<file path="src/rtl/sys_bus_arbiter.sv">
// sys_bus_arbiter: N-master request/grant arbiter for the shared cpumc bus.
// Fixed-priority or round-robin selection, bounded hold with preemption,
// per-master lock, and a combinational bus mux driven by the registered owner.
//
// Ports:
//   clk_in        system clock
//   nrst_in       asynchronous active-low reset
//   req_in        bus request per master
//   lock_in       per-master lock; a locked owner is never preempted
//   a_in          master addresses, master i at [i*AW +: AW]
//   r_nw_in       master read/not-write
//   d_in          master write data, master i at [i*DW +: DW]
//   bus_d_in      OR-combined slave read data
//   gnt_out       one-hot grant, doubles as per-master rdy
//   bus_a_out     shared bus address (0 when idle)
//   bus_r_nw_out  shared bus read/not-write (1 when idle)
//   bus_d_out     shared bus write data (0 when idle)
//   d_out         read data broadcast to all masters
//   active_out    a grant is held
//   owner_out     index of current owner (0 when idle)
module sys_bus_arbiter #(
    parameter int NUM_MASTERS = 2,
    parameter int AW          = 16,
    parameter int DW          = 8,
    parameter int RR_MODE     = 0,
    parameter int MAX_HOLD    = 16,
    parameter int OWNER_W     = 3
) (
    input  logic                      clk_in,
    input  logic                      nrst_in,
    input  logic [NUM_MASTERS-1:0]    req_in,
    input  logic [NUM_MASTERS-1:0]    lock_in,
    input  logic [NUM_MASTERS*AW-1:0] a_in,
    input  logic [NUM_MASTERS-1:0]    r_nw_in,
    input  logic [NUM_MASTERS*DW-1:0] d_in,
    input  logic [DW-1:0]             bus_d_in,
    output logic [NUM_MASTERS-1:0]    gnt_out,
    output logic [AW-1:0]             bus_a_out,
    output logic                      bus_r_nw_out,
    output logic [DW-1:0]             bus_d_out,
    output logic [DW-1:0]             d_out,
    output logic                      active_out,
    output logic [OWNER_W-1:0]        owner_out
);

    localparam int HW = (MAX_HOLD < 2) ? 1 : $clog2(MAX_HOLD + 1);
    localparam logic [HW-1:0]      HOLD_MAX = HW'(MAX_HOLD);
    localparam logic [OWNER_W:0]   NM       = (OWNER_W + 1)'(NUM_MASTERS);
    localparam logic [OWNER_W-1:0] LAST     = OWNER_W'(NUM_MASTERS - 1);

    typedef enum logic {
        S_IDLE  = 1'b0,
        S_OWNED = 1'b1
    } state_t;

    state_t               r_state;
    logic [OWNER_W-1:0]   r_owner;
    logic [HW-1:0]        r_hold;
    logic [OWNER_W-1:0]   r_ptr;

    state_t               w_nxt_state;
    logic [OWNER_W-1:0]   w_nxt_owner;
    logic [HW-1:0]        w_nxt_hold;
    logic [OWNER_W-1:0]   w_nxt_ptr;

    logic [NUM_MASTERS-1:0] w_gnt;
    logic [NUM_MASTERS-1:0] w_others;
    logic [NUM_MASTERS-1:0] w_cand;
    logic [OWNER_W-1:0]     w_pick;
    logic                   w_grant;
    logic                   w_own_req;
    logic                   w_own_lock;
    logic                   w_preempt;

    // First set bit of req searching upward from base, with wrap.
    // Rotating right by base puts the search start at bit 0.
    function automatic logic [OWNER_W-1:0] f_pick(
        input logic [NUM_MASTERS-1:0] req,
        input logic [OWNER_W-1:0]     base
    );
        logic [NUM_MASTERS-1:0] rot;
        logic [OWNER_W:0]       sum;
        logic [OWNER_W-1:0]     off;
        rot = NUM_MASTERS'({req, req} >> base);
        off = '0;
        for (int i = NUM_MASTERS - 1; i >= 0; i--) begin
            if (rot[i]) begin
                off = OWNER_W'(i);
            end
        end
        sum = {1'b0, base} + {1'b0, off};
        if (sum >= NM) begin
            sum = sum - NM;
        end
        return sum[OWNER_W-1:0];
    endfunction

    assign w_own_req  = |(req_in & w_gnt);
    assign w_own_lock = |(lock_in & w_gnt);
    assign w_others   = req_in & ~w_gnt;
    assign w_preempt  = (MAX_HOLD != 0) && (r_hold == HOLD_MAX)
                        && !w_own_lock && (|w_others);

    always_ff @(posedge clk_in or negedge nrst_in) begin
        if (!nrst_in) begin
            r_state <= S_IDLE;
            r_owner <= '0;
            r_hold  <= '0;
            r_ptr   <= '0;
        end else begin
            r_state <= w_nxt_state;
            r_owner <= w_nxt_owner;
            r_hold  <= w_nxt_hold;
            r_ptr   <= w_nxt_ptr;
        end
    end

    always_comb begin
        w_nxt_state = r_state;
        w_nxt_owner = r_owner;
        w_nxt_hold  = r_hold;
        w_nxt_ptr   = r_ptr;
        w_cand      = '0;
        w_grant     = 1'b0;
        w_pick      = '0;
        unique case (r_state)
            S_IDLE: begin
                if (|req_in) begin
                    w_grant = 1'b1;
                    w_cand  = req_in;
                end
            end
            S_OWNED: begin
                if (!w_own_req) begin
                    // Release hands straight to a pending master, no bubble.
                    if (|req_in) begin
                        w_grant = 1'b1;
                        w_cand  = req_in;
                    end else begin
                        w_nxt_state = S_IDLE;
                        w_nxt_owner = '0;
                        w_nxt_hold  = '0;
                    end
                end else if (w_preempt) begin
                    w_grant = 1'b1;
                    w_cand  = w_others;
                end else if ((|w_others) && (r_hold != HOLD_MAX)) begin
                    w_nxt_hold = r_hold + 1'b1;
                end
            end
            default: ;
        endcase
        if (w_grant) begin
            w_pick      = f_pick(w_cand, (RR_MODE != 0) ? r_ptr : '0);
            w_nxt_state = S_OWNED;
            w_nxt_owner = w_pick;
            w_nxt_hold  = '0;
            w_nxt_ptr   = (w_pick == LAST) ? '0 : w_pick + 1'b1;
        end
    end

    always_comb begin
        w_gnt        = '0;
        bus_a_out    = '0;
        bus_r_nw_out = 1'b1;
        bus_d_out    = '0;
        for (int i = 0; i < NUM_MASTERS; i++) begin
            if (r_state == S_OWNED && r_owner == OWNER_W'(i)) begin
                w_gnt[i]     = 1'b1;
                bus_a_out    = a_in[i*AW +: AW];
                bus_r_nw_out = r_nw_in[i];
                bus_d_out    = d_in[i*DW +: DW];
            end
        end
    end

    assign gnt_out    = w_gnt;
    assign active_out = (r_state == S_OWNED);
    assign owner_out  = r_owner;
    assign d_out      = bus_d_in;

endmodule
</file>
<file path="config.mk">
export PLATFORM = sky130hd
export DESIGN_NAME = sys_bus_arbiter
export DESIGN_NICKNAME = d
export VERILOG_FILES = /design/src/rtl/sys_bus_arbiter.sv
export SDC_FILE = /design/constraint.sdc
export NUM_CORES = 1
export LEC_CHECK = 0
export ABC_CLOCK_PERIOD_IN_PS = 4050
export BUFFER_PORTS_ARGS = -buffer_cell sky130_fd_sc_hd__buf_2
export CORE_MARGIN = 5
export CORE_UTILIZATION = 38
export CTS_BUF_LIST = sky130_fd_sc_hd__clkbuf_4 sky130_fd_sc_hd__clkbuf_8 sky130_fd_sc_hd__clkbuf_16
export CTS_CLUSTER_DIAMETER = 50
export CTS_CLUSTER_SIZE = 40
export DETAILED_ROUTE_END_ITERATION = 12
export PLACE_DENSITY = 0.91
export SETUP_SLACK_MARGIN = 0.1
export SYNTH_ARGS = -nofsm -noshare
export SYNTH_HDL_FRONTEND = slang
export SYNTH_SLANG_ARGS = --single-unit
</file>
<file path="constraint.sdc">
create_clock -name clk_in -period 4.05 [get_ports clk_in]
set_input_delay 0.405 -clock clk_in [delete_from_list [all_inputs] [get_ports clk_in]]
set_output_delay 0.405 -clock clk_in [all_outputs]
set_load 0.02 [all_outputs]
</file>
After elaboration in Yosys (flattened, before gate mapping). Index checks and enable logic that the tools add are counted.

Flip-flop bits (word level): 9. Input port bits: 64. Output and inout port bits: 39. Word-level logic and storage cells: 66.

$add $sub $neg: 2. Order comparisons: 1. Eq/ne operators: 8. Multiplexer cells: 33. Bitwise gates (word level): 5. Reduce and logical (&&, ||, !) cells: 14.

Operators with widths (count): $mux 16 (2); $mux 5 (6); $mux 3 (7); $mux 8 (2); $mux 1 (11); $reduce_or 2->1 (4); $and 2x2->2 (3); $mux 2 (3); $ne 3x3->1 const B (2); $add 5x1->5 const B (1); $eq 5x5->1 const B (1); $logic_and 1x1->1 (5); $ne 5x5->1 const B (1); $ne 2x2->1 const B (2); $pmux 2 s2 (1); $reduce_and 4->1 (1); $eq 3x1->1 const B (1); $ge 3x2->1 const B (1); $logic_not 3->1 (1); $ne 3x2->1 const B (1); $reduce_and 3->1 (1); $sub 3x2->3 const B (1); $not 2->2 (1); $pmux 1 s2 (1); other kinds (3) (3).

Depth between registers and ports, before layout.
Depth after elaboration: 17. Mapped depth: 7. Gate-level depth less buffers: 6.

Worst setup path after synthesis. No wires, ideal clock.

Path kind: flip-flop to output port. Start point: register r_owner[0] (netlist: owner_out[0]). End point: output port bus_a_out[11]. Arrival time: 1.499 ns. Required time: 3.645 ns. Slack: 2.146 ns. Stages on the path, launching flop included: 5. Buffers on the path: 2. Cells stage by stage: dfrtp_1 buf_2 buf_2 mux2i_1 nor2b_1.

Word-level cells in the longest chain between the ends: 4. Elaborated cells between the ends (all ways): 6. Classes of those cells: eq/ne (1); mux (2); reduce/logical (3).

Ends and longest elaborated chain: start: declaration (line 57) `logic [OWNER_W-1:0] r_owner;`; start signal: assignment (line 112) `r_owner <= w_nxt_owner;`; $logic_not 3->1 (line 168) `if (r_state == S_OWNED && r_owner == OWNER_W'(i)) begin`; $logic_and 1x1->1 (line 168); $mux 16 (line 168); $mux 16 * (line 168); end: declaration (line 38) `output logic [AW-1:0] bus_a_out,`.

Mark *: on every way between the ends. The rest lies on a longest branch, timed or not.

Worst setup path after layout.
Start point: register r_hold[0]. End point: register r_hold[0].

Word-level cells in the longest chain between the ends: 8. Elaborated cells between the ends (all ways): 19. Classes of those cells: add/sub (1); eq/ne (5); mux (8); reduce/logical (5).

Ends and longest elaborated chain: start: declaration (line 58) `logic [HW-1:0] r_hold;`; start signal: assignment (line 113) `r_hold <= w_nxt_hold;`; $eq 5x5->1 (line 101) `assign w_preempt = (MAX_HOLD != 0) && (r_hold == HOLD_MAX)`; $logic_and 1x1->1 (2 in a row) (line 102) `&& !w_own_lock && (|w_others);`; $mux 1 (line 144) `end else if (w_preempt) begin`; $mux 1 (line 134) `if (!w_own_req) begin`; $pmux 1 s2 (line 126) `unique case (r_state)`; $ne 3x2->1 (no line) (tied with other cells); $reduce_and 4->1 (no line).

Several ways; a longest one is shown, not always the timed one. The select of a mux whose other input is x is not followed. A chain may end at the register's enable or synchronous reset.

==> impl_metrics.csv <==
group,metric,value,unit
status,status,"finished, final reports clean",
pwr,combPwrFrac,52.5,%
sta,tns,0,ns
die,core_area,2500,um^2
hold_path,hp-start,"req_in[0]",
clocking,cts_tree,"done",
clocking,cts.path.max_buffers,2,
synthesis,synthTopCellsByArea,"mux2i_1 26%, dfrtp_1 17%, nor2b_1 16%, buf_4 7.5%, or3_1 3.1%",
placed_design,placed_area,1360,um^2
drt,drt_wl_total,2950,um
sta,worstMarginPinSlew,1.00,ns
global_routing,grt_pass1_vias,973,
sta,max_slew_margin,32.3,%
setup_path,cp.required,4.16,ns
pwr,p_clk_share,21.2,%
drt,dr.pass1.iters,4,
global_routing,grt_max_degree,38,
synthesis,yosys_most_used_dff,"dfrtp_1",
final_layout,fill_cells,243,
setup_path,slowest_delay,0.85,ns
drt,drt_iter0_drc,42,
setup_path,crit_arrival,2.45,ns
sta,slew_violations,0,
clocking,clock_sinks,7,
global_routing,track_usage,14.0,%
setup_path,critPathKind,"flop to flop",
placed_design,port_buffers,84,
synthesis,synth_area,1010,um^2
drt,vias,1131,
placed_design,routabilityCongestion,0.827,
global_routing,grt_antenna_before_repair,0,
drt,ant_nets,0,
setup_path,crit_buf_inv,1,
final_layout,design_area,1400,um^2
die,start_util,40.3,%
final_layout,num-nets-final,265,
synthesis,yosysMostFrequentCell,"mux2i_1",
setup_path,crit_family,"simple AND/OR/NAND/NOR gates",
synthesis,synthDistinctLibCells,31,
final_layout,seq_area,175,um^2
sta,timing.final.crit_period,2.34,ns
clocking,cts_made_buffers,3,
setup_path,path_cells,"inv_1, ha_1, nor4bb_1, a31oi_1, o21ai_1, o22ai_1",
sta,rsz0062_at_grt,"no",
die,rows,18,
clocking,clk_latency,0.25,ns
pwr,net-switching-power,0.130,mW
clocking,ctsResizeCount,0,
synthesis,synth-edff-count,0,
synthesis,ys_warn_count,0,
clocking,cts.reportedPaths.clkPinSlew,0.05,ns
clocking,htree_levels,1,
setup_path,rr_startpoint,"r_hold[0]$_DFFE_PN0P_",
setup_path,crit_start,"r_hold[0]$_DFFE_PN0P_",
die,die_y,61.5,um
drt,drc_errors,0,
synthesis,synth_area_per_cell,7.99,um^2
clocking,postCtsSetupRepairBufs,0,
setup_path,critPathCaptureType,"flop",
synthesis,syn_inst,126,
synthesis,synth_top_area_share,25.8,%
job,max_cap_viol_count,0,
sta,fin_crit_sh,57.7,%
hold_path,hold_class,"input pin to flop",
sta,max_freq,428,MHz
pwr,internal-power,0.196,mW
setup_path,crit_path_top_delay_cell,"nor4bb_1",
placed_design,dpl.hpwl,2470,um
pwr,vdd_ir_drop_max,0.243,mV
synthesis,synth_common_cells,"26 x mux2i_1, 25 x nor2b_1, 10 x buf_4, 7 x dfrtp_1, 7 x inv_1",
final_layout,diodes,0,
die,io_pins,103,
synthesis,async_flop_share,100,%
drt,wire_per_inst,12.9,um
synthesis,synth_seq_cells,7,
clocking,root_buffer,"clkbuf_4",
pwr,p_leak,0.757,nW
sta,timing.final.hold_violations,0,
sta,clock_skew,0.00272,ns
drt,via_per_inst,4.96,
pwr,pwr_density_cell,233,nW/um^2
final_layout,area_growth,39.0,%
final_layout,drive_above_1_share,46.0,%
setup_path,cp-start-kind,"flop",
die,design.die.area,3780,um^2
synthesis,netlist.top_cell.by_area,"mux2i_1",
synthesis,yosysSeqAreaShare,17.4,%
die,die_x,61.5,um
setup_path,path_max_fanout,8,
pwr,power_frac_seq,26.3,%
pwr,p_sw_share,39.8,%
global_routing,grt.overflow.total,0,
final_layout,multi_input_area,693,um^2
clocking,holdBufCountCts,1,
sta,setup_violations,0,
global_routing,grt_pass1_wl,4000,um
==> metrics by stage <==
| step | utilization [%] | cells | hold slack, ns | total power, mW | worst slack, ns |
|---|---|---|---|---|---|
| after floorplan | - | 127 | 0.109 | 0.207 | 2.15 |
| after global placement | 54.4 | 223 | 0.243 | 0.254 | 1.81 |
| after detailed placement | 54.4 | 223 | 0.246 | 0.259 | 1.77 |
| after CTS | 56.0 | 228 | 0.466 | 0.331 | 1.72 |
| after global routing | 56.0 | 228 | 0.491 | 0.351 | 1.41 |
| final | 56.0 | 228 | 0.478 | 0.326 | 1.71 |
==> worst paths after layout <==
| check | end | slack (ns) | cells past startpoint |
|---|---|---|---|
| worst max-delay path | r_hold[0]$_DFFE_PN0P_ | 1.71 | 6 |
| worst min-delay path | active_out$_DFF_PN0_ | 0.48 | 3 |
| worst max register to register | r_hold[0]$_DFFE_PN0P_ | 1.71 | 6 |
| worst min register to register | r_hold[1]$_DFFE_PN0P_ | 0.56 | 2 |
| max in group asynchronous | r_hold[2]$_DFFE_PN0P_ | 3.38 | 2 |
| min in group asynchronous | r_hold[4]$_DFFE_PN0P_ | 0.52 | 2 |
==> tightest hold or removal path, stage by stage <==
cell,delay [ns]
buf_2,0.17
nor2_1,0.07
inv_1,0.05
==> kinds of logic (layout without fill, tap and decap cells) <==
group	after synthesis	count (layout)	share of synthesized area, %
AO/OA/AOI/OAI	19	19	12.7
adder cells (fa/ha/maj)	2	2	2.48
buffers and inverters	26	97	14.2
flip-flops	7	7	17.4
multiplexers	26	26	25.8
other	1	2	0.372
AND/OR/NAND/NOR	45	45	27.1
==> metal layers <==
layer  global-route usage [%]  wire, um
met1                     14.9      1050
met2                     25.6      1550
met3                     4.82       347
met4                     4.24         0
met5                        0         0
==> sequential cells by signal, indices dropped and copies added, names as in the netlist <==
register    flops
active_out      1
r_hold          5
owner_out       1
==> layout by cell type (no fill, tap or decap), drive strengths merged, types with 2 or more instances in the layout <==
| master | n |
|---|---|
| o22ai | 2 |
| inv | 7 |
| dfrtp | 7 |
| a31oi | 2 |
| clkbuf | 4 |
| ha | 2 |
| o21ai | 6 |
| or3 | 5 |
| nand2 | 4 |
| nor2b | 25 |
| conb | 2 |
| nand3 | 2 |
| and2 | 2 |
| mux2i | 26 |
| a22oi | 3 |
| buf | 85 |
==> layout make-up <==
| type | count | area share [%] |
|---|---|---|
| Clock buffer | 4 | 2.14 |
| Sequential cell | 7 | 12.5 |
| Inverter | 7 | 1.88 |
| Multi-Input combinational cell | 94 | 49.5 |
| Timing Repair Buffer | 86 | 31.3 |
| Tap cell | 30 | 2.68 |
==> power by group through the flow <==
stage	Combinational (mW)	Clock (mW)	Sequential [mW]
2_1_floorplan	0.127	0	0.0803
3_3_place_gp	0.167	0	0.0869
3_5_place_dp	0.172	0	0.0871
4_1_cts	0.173	0.0726	0.0861
5_1_grt	0.186	0.0774	0.0874
6_report	0.171	0.0692	0.0857
(Power assumes the default switching activity.)
